File: src/rtl/id_ex_control_stage.sv
// Decode control and ID/EX control register for the 8-bit RISC-V pipeline.
// Define LOAD_USE_STALL_EN to enable load-use hazard detection and stalling.
module id_ex_control_stage (
    input  logic        clk,
    input  logic        reset,
    input  logic [31:0] if_id_instr,
    input  logic        if_id_valid,
    input  logic        flush,
    output logic        stall_if_id,
    output logic [1:0]  id_ex_alu_op,
    output logic [9:0]  id_ex_funct,
    output logic [4:0]  id_ex_rs1,
    output logic [4:0]  id_ex_rs2,
    output logic [4:0]  id_ex_rd,
    output logic        id_ex_alu_src,
    output logic        id_ex_mem_read,
    output logic        id_ex_mem_write,
    output logic        id_ex_reg_write,
    output logic        id_ex_mem_to_reg,
    output logic        id_ex_branch,
    output logic        id_ex_valid,
    output logic        illegal_instr
);

    localparam logic [6:0] OP_R   = 7'b0110011;
    localparam logic [6:0] OP_LD  = 7'b0000011;
    localparam logic [6:0] OP_SD  = 7'b0100011;
    localparam logic [6:0] OP_BEQ = 7'b1100011;

    logic [6:0] opcode;
    logic [4:0] rs1;
    logic [4:0] rs2;
    logic [4:0] rd;
    logic [9:0] funct;

    assign opcode = if_id_instr[6:0];
    assign rs1    = if_id_instr[19:15];
    assign rs2    = if_id_instr[24:20];
    assign rd     = if_id_instr[11:7];
    assign funct  = {if_id_instr[31:25], if_id_instr[14:12]};

    logic [1:0] alu_op;
    logic       alu_src;
    logic       mem_read;
    logic       mem_write;
    logic       reg_write;
    logic       mem_to_reg;
    logic       branch;
    logic       legal;
    logic       uses_rs2;

    always_comb begin
        alu_op     = 2'b00;
        alu_src    = 1'b0;
        mem_read   = 1'b0;
        mem_write  = 1'b0;
        reg_write  = 1'b0;
        mem_to_reg = 1'b0;
        branch     = 1'b0;
        legal      = 1'b1;
        uses_rs2   = 1'b0;
        unique case (opcode)
            OP_R: begin
                alu_op    = 2'b10;
                reg_write = 1'b1;
                uses_rs2  = 1'b1;
            end
            OP_LD: begin
                alu_src    = 1'b1;
                mem_read   = 1'b1;
                reg_write  = 1'b1;
                mem_to_reg = 1'b1;
            end
            OP_SD: begin
                alu_src   = 1'b1;
                mem_write = 1'b1;
                uses_rs2  = 1'b1;
            end
            OP_BEQ: begin
                alu_op   = 2'b01;
                branch   = 1'b1;
                uses_rs2 = 1'b1;
            end
            default: legal = 1'b0;
        endcase
    end

    logic hazard;

`ifdef LOAD_USE_STALL_EN
    assign hazard = id_ex_valid & id_ex_mem_read & (id_ex_rd != 5'd0)
                  & if_id_valid
                  & ((id_ex_rd == rs1) | (uses_rs2 & (id_ex_rd == rs2)));
`else
    assign hazard = 1'b0;
`endif

    // Flush outranks the hazard: the held instruction is being discarded anyway.
    assign stall_if_id = hazard & ~flush;

    logic issue;
    logic illegal_next;

    assign issue        = ~flush & ~hazard & if_id_valid & legal;
    assign illegal_next = ~flush & ~hazard & if_id_valid & ~legal;

    always_ff @(posedge clk or posedge reset) begin
        if (reset) begin
            id_ex_alu_op     <= 2'b00;
            id_ex_funct      <= 10'd0;
            id_ex_rs1        <= 5'd0;
            id_ex_rs2        <= 5'd0;
            id_ex_rd         <= 5'd0;
            id_ex_alu_src    <= 1'b0;
            id_ex_mem_read   <= 1'b0;
            id_ex_mem_write  <= 1'b0;
            id_ex_reg_write  <= 1'b0;
            id_ex_mem_to_reg <= 1'b0;
            id_ex_branch     <= 1'b0;
            id_ex_valid      <= 1'b0;
            illegal_instr    <= 1'b0;
        end else begin
            illegal_instr <= illegal_next;
            if (issue) begin
                id_ex_alu_op     <= alu_op;
                id_ex_funct      <= funct;
                id_ex_rs1        <= rs1;
                id_ex_rs2        <= rs2;
                id_ex_rd         <= rd;
                id_ex_alu_src    <= alu_src;
                id_ex_mem_read   <= mem_read;
                id_ex_mem_write  <= mem_write;
                id_ex_reg_write  <= reg_write;
                id_ex_mem_to_reg <= mem_to_reg;
                id_ex_branch     <= branch;
                id_ex_valid      <= 1'b1;
            end else begin
                id_ex_alu_op     <= 2'b00;
                id_ex_funct      <= 10'd0;
                id_ex_rs1        <= 5'd0;
                id_ex_rs2        <= 5'd0;
                id_ex_rd         <= 5'd0;
                id_ex_alu_src    <= 1'b0;
                id_ex_mem_read   <= 1'b0;
                id_ex_mem_write  <= 1'b0;
                id_ex_reg_write  <= 1'b0;
                id_ex_mem_to_reg <= 1'b0;
                id_ex_branch     <= 1'b0;
                id_ex_valid      <= 1'b0;
            end
        end
    end

endmodule

File: config.mk
export PLATFORM = sky130hd
export DESIGN_NAME = id_ex_control_stage
export DESIGN_NICKNAME = d
export VERILOG_FILES = /design/src/rtl/id_ex_control_stage.sv
export SDC_FILE = /design/constraint.sdc
export NUM_CORES = 1
export LEC_CHECK = 0
export CORE_MARGIN = 1.5
export CORE_UTILIZATION = 32
export CTS_CLUSTER_DIAMETER = 50
export DETAILED_ROUTE_END_ITERATION = 8
export GPL_TIMING_DRIVEN = 0
export PLACE_DENSITY = 0.75
export SLEW_MARGIN = 40
export SYNTH_ARGS = -nofsm -noshare
export SYNTH_HDL_FRONTEND = slang
export SYNTH_SLANG_ARGS = --single-unit
File: constraint.sdc
create_clock -name clk -period 0.9 [get_ports clk]
set_clock_uncertainty 0.05 [all_clocks]
set_input_delay 0.09 -clock clk [delete_from_list [all_inputs] [get_ports clk]]
set_output_delay 0.09 -clock clk [all_outputs]
set_load 0.01 [all_outputs]
# ---- Word level (Yosys, flattened, before mapping)
# Cells that the tools add are included.
dict set report op_classes {
  n_reduce_logical 3
  bitwise 5
  eq_ne 4
  muxes 18
}
# op count
set op_table {}
lappend op_table {{$mux 5} 3}
lappend op_table {{$eq 7x6->1 const B} 2}
lappend op_table {{$mux 1} 12}
lappend op_table {{$mux 10} 1}
lappend op_table {{$eq 7x2->1 const B} 1}
lappend op_table {{$eq 7x7->1 const B} 1}
lappend op_table {{$pmux 2 s2} 1}
lappend op_table {{$reduce_or 2->1} 2}
lappend op_table {{$reduce_or 4->1} 1}
lappend op_table {{$and 1x1->1} 3}
lappend op_table {{$mux 2} 1}
lappend op_table {{$not 1->1} 2}
dict set report word_totals {
  register_bits 34
  wordCells 42
  output_inout_bits 36
}

# ---- Longest topological paths before layout
dict set report logic_depth {
  depth_word 5
  depth_mapped 4
  ltp_nobuf 3
}

# ---- Worst setup path after synthesis
# No wires, ideal clock.
dict set report synth_path {
  path_kind {input-to-reg}
  start {in if_id_instr[2]}
  end {reg id_ex_funct[0]}
  path_buffers 1
  setup_slack_ps -334
  required_ps 784
  cell_stages 4
  arrival_time_ps 1118
  setup_time_ps 66
  cell_sequence {nand4bb_1 -> a2111oi_4 -> buf_6 -> and2_1}
}
dict set report synth_via {
  elab_chain_cells 5
}
# item line
set synth_lines {}
lappend synth_lines {{from (decl)} 6} ;# input logic [31:0] if_id_instr,
lappend synth_lines {{$eq 7x7->1 (tied with other cells)} 62} ;# unique case (opcode)
lappend synth_lines {{$reduce_or 4->1 (no source line) (*)} --}
lappend synth_lines {{$mux 1 (*)} 62}
lappend synth_lines {{$and 1x1->1 (*)} 104} ;# assign issue = ~flush & ~hazard & if_id_valid & legal;
lappend synth_lines {{via issue} 101} ;# logic issue;
lappend synth_lines {{$mux 10 (*)} 124} ;# if (issue) begin
lappend synth_lines {{to (signal assigned)} 126} ;# id_ex_funct <= funct;
lappend synth_lines {{to (decl)} 11} ;# output logic [9:0] id_ex_funct,
# The timed path passes the listed nets; every way through them passes the cells marked *.

# ---- Final worst setup path
dict set report layout_path {
  start {reg id_ex_mem_to_reg}
  end {out id_ex_mem_to_reg}
}
# item line
set layout_lines {}
lappend layout_lines {{from (decl)} 19} ;# output logic id_ex_mem_to_reg,
lappend layout_lines {{from (signal assigned)} 134} ;# id_ex_mem_to_reg <= mem_to_reg;
# No word-level cell between the ends.

==> reports/results.txt <==
Routed WL: 2780 um
status: finished, violations left
CP max FO: 2
row count: 21
share of the synthesized area in the top cell type: 72.6%
layout cell share with drive strength beyond 1: 46.8%
Die ar.: 0.00404 mm2
RSZ-0062 raised after global routing: true
placed cell areas: 0.00197 mm2
Reg area: 851 um2
Final Cell Area: 0.00203 mm2
routed length per instance: 12.7 um
CP startpoint: id_ex_mem_to_reg
Setup Viol. Count Final: 59
failing checks: setup timing
Synthesis Warnings: 0
# IOs: 72
Area Growth Syn to Fin: 73.4%
commonest register cell after synthesis: dfrtp_1
Leak: 1.08 nW
first-pass GRT wire length: 4290 um
EDFF count, synth: 0
Cells after Synth: 83
Max clock buf depth: 2
htree depth: 2
first-pass iteration count of the detailed router: 4
Largest register FFs: 10
initial DRC count: 12
post-synthesis cell type count: 15
Syn Std Cell Area: 0.00117 mm2
Pwr Total: 0.00285 W
Final period util: 121%
Startpoint Class: register
CTS tree: done
Seq/Total Area, Yosys: 72.6%
final hold violation count: 0
gr busiest metal: met2
ANT cells: 0
Clock transition at path regs: 0.10 ns
# DRC: 0
grt met2 use: 25.5%
die width: 63.5 um
Post-Layout Cell Count: 219
fin nets: 208
GR Util All Layers: 14.2%
pin count of the biggest net entering global routing: 35
Core Footprint: 0.00342 mm2
Syn Nets: 119
number of global-route vias before repair: 919
Setup crit end kind: output port
CTS Root Cell: clkbuf_4
actual slew at the worst max-slew pin: 0.669 ns
commonest cells in the netlist: dfrtp_1 (34), and2_1 (25), nor2_1 (4), nor3_1 (4)
Fillers: 304
fin util: 59.5%
gpl congestion: 0.698
M3 GR Usage: 4.46%
Slew Limit Headroom: 55.3%
syn avg cell area: 14.1 um2
FFs w/ async S/R, synth: 100%
clk sinks: 34
DP HPWL: 1880 um
final setup margin: -0.185 ns
vias: 918
placed cells: 199
Final min period: 1.08 ns
routed vias/inst: 4.19
GR Util met1: 14.9%
Die Y: 63.5 um
Routed Antenna Nets: 0
critical path class: reg2out
Num CTS Buffers: 5
Port Buffers: 70
CP endpoint: id_ex_mem_to_reg
Initial Util: 34.3%
count leader, synth: dfrtp_1
largest cells by area after synthesis: dfrtp_1 (73%), and2_1 (13%), a2111oi_4 (2.3%), buf_6 (1.9%), nor3_1 (1.7%)
Multi-input gate area: 349 um2
arrival time worst endpoint: 0.94 ns
Data required, critical path: 0.76 ns
post-synth top area cell: dfrtp_1
largest reg by FF count: id_ex_funct
Hold Path Class: in2reg
synthesized flop and latch total: 34
worst vdd ir: 0.853 mV
max-slew violation count: 0
initial antenna violation count: 0
GRT overflow: 0
PD cells: 1400 mW/mm2
max-cap viol count: 0
Fmax: 0.922 GHz
metrics by stage:
stage	hold WS, ns	setup slack [ns]	setup TNS, ns
floorplan	0.102	-0.189	-4.64
CTS	-0.00377	-0.209	-2.98
global route	0.0143	-0.235	-4.45
global placement	0.620	-0.939	-52.86
finish	0.00962	-0.185	-2.73
detailed placement	0.506	-0.985	-37.16
placed cells by master (no fill, tap or decap), types with 2 or more instances in the layout:
| cell type | n |
|---|---|
| dfrtp_1 | 34 |
| buf_2 | 33 |
| clkdlybuf4s50_1 | 26 |
| and2_1 | 14 |
| buf_6 | 11 |
| and2_4 | 11 |
| buf_4 | 6 |
| clkbuf_4 | 5 |
| nor2_1 | 4 |
| nor3_1 | 3 |
| dlygate4sd3_1 | 3 |
| clkbuf_2 | 3 |
| nand2b_4 | 2 |
| nor2b_1 | 2 |
| nand2_1 | 2 |
| clkinv_2 | 2 |
| clkdlybuf4s15_1 | 2 |
timing repair:
item | 4_1_cts | 5_1_grt
endpoints found under the hold margin | 3 | 0
setup buffers | 5 | 2
gates cloned | 2 | 0
resized for setup | 173 | 18
endpoints found under the setup margin | 69 | 60
hold buffers | 3 | 0
pin swaps | 2 | 0
power by group:
part           switching, W  total [W]  internal, W  leakage, nW
logic             0.0000967   0.000268     0.000172        0.566
clock network      0.000476    0.00105     0.000575       0.0450
registers        0.00000210    0.00154      0.00153        0.474
total              0.000575    0.00285      0.00228         1.08
final cells by class:
class / instances / share of cell area, %
timing repair buffer: 82 / 32.1
inverter: 1 / 0.185
buffer: 4 / 2.03
multi-input combinational: 44 / 17.2
clock buffer: 5 / 1.85
clock inverter: 3 / 1.97
sequential: 34 / 41.8
tap: 46 / 2.83
critical path: stages, from the launching register on:
cell	delay, ns
dfrtp_1	0.40
buf_6	0.12
buf_6	0.11
kinds of logic (layout without fill, tap and decap cells):
kind of cell / Yosys count / count (layout) / synth area share, %
other: 1 / 1 / 0.320
AO/OA/AOI/OAI: 2 / 2 / 2.99
flip-flops: 34 / 34 / 72.6
buffers and inverters: 5 / 95 / 3.52
AND/OR/NAND/NOR: 41 / 41 / 20.6
routing by layer:
layer	wire length (um)	vias to the layer above
met5	0	-
met4	43	0
met3	209	5
met2	1520	41
met1	1000	437
li1	-	435
worst min path at each step:
stage / start / end / slack [ns] / cells past startpoint
2_1_floorplan: if_id_instr[5] / id_ex_mem_to_reg / 0.10 / 1
3_3_place_gp: if_id_instr[30] / id_ex_funct[8] / 0.62 / 2
3_5_place_dp: reset / id_ex_funct[9] / 0.51 / 2
4_1_cts: if_id_instr[4] / id_ex_alu_op[0] / -0.004 / 4
5_1_grt: if_id_instr[6] / id_ex_alu_op[0] / 0.01 / 3
6_report: if_id_instr[4] / id_ex_alu_op[0] / 0.01 / 4
(Power assumes the default switching activity.)
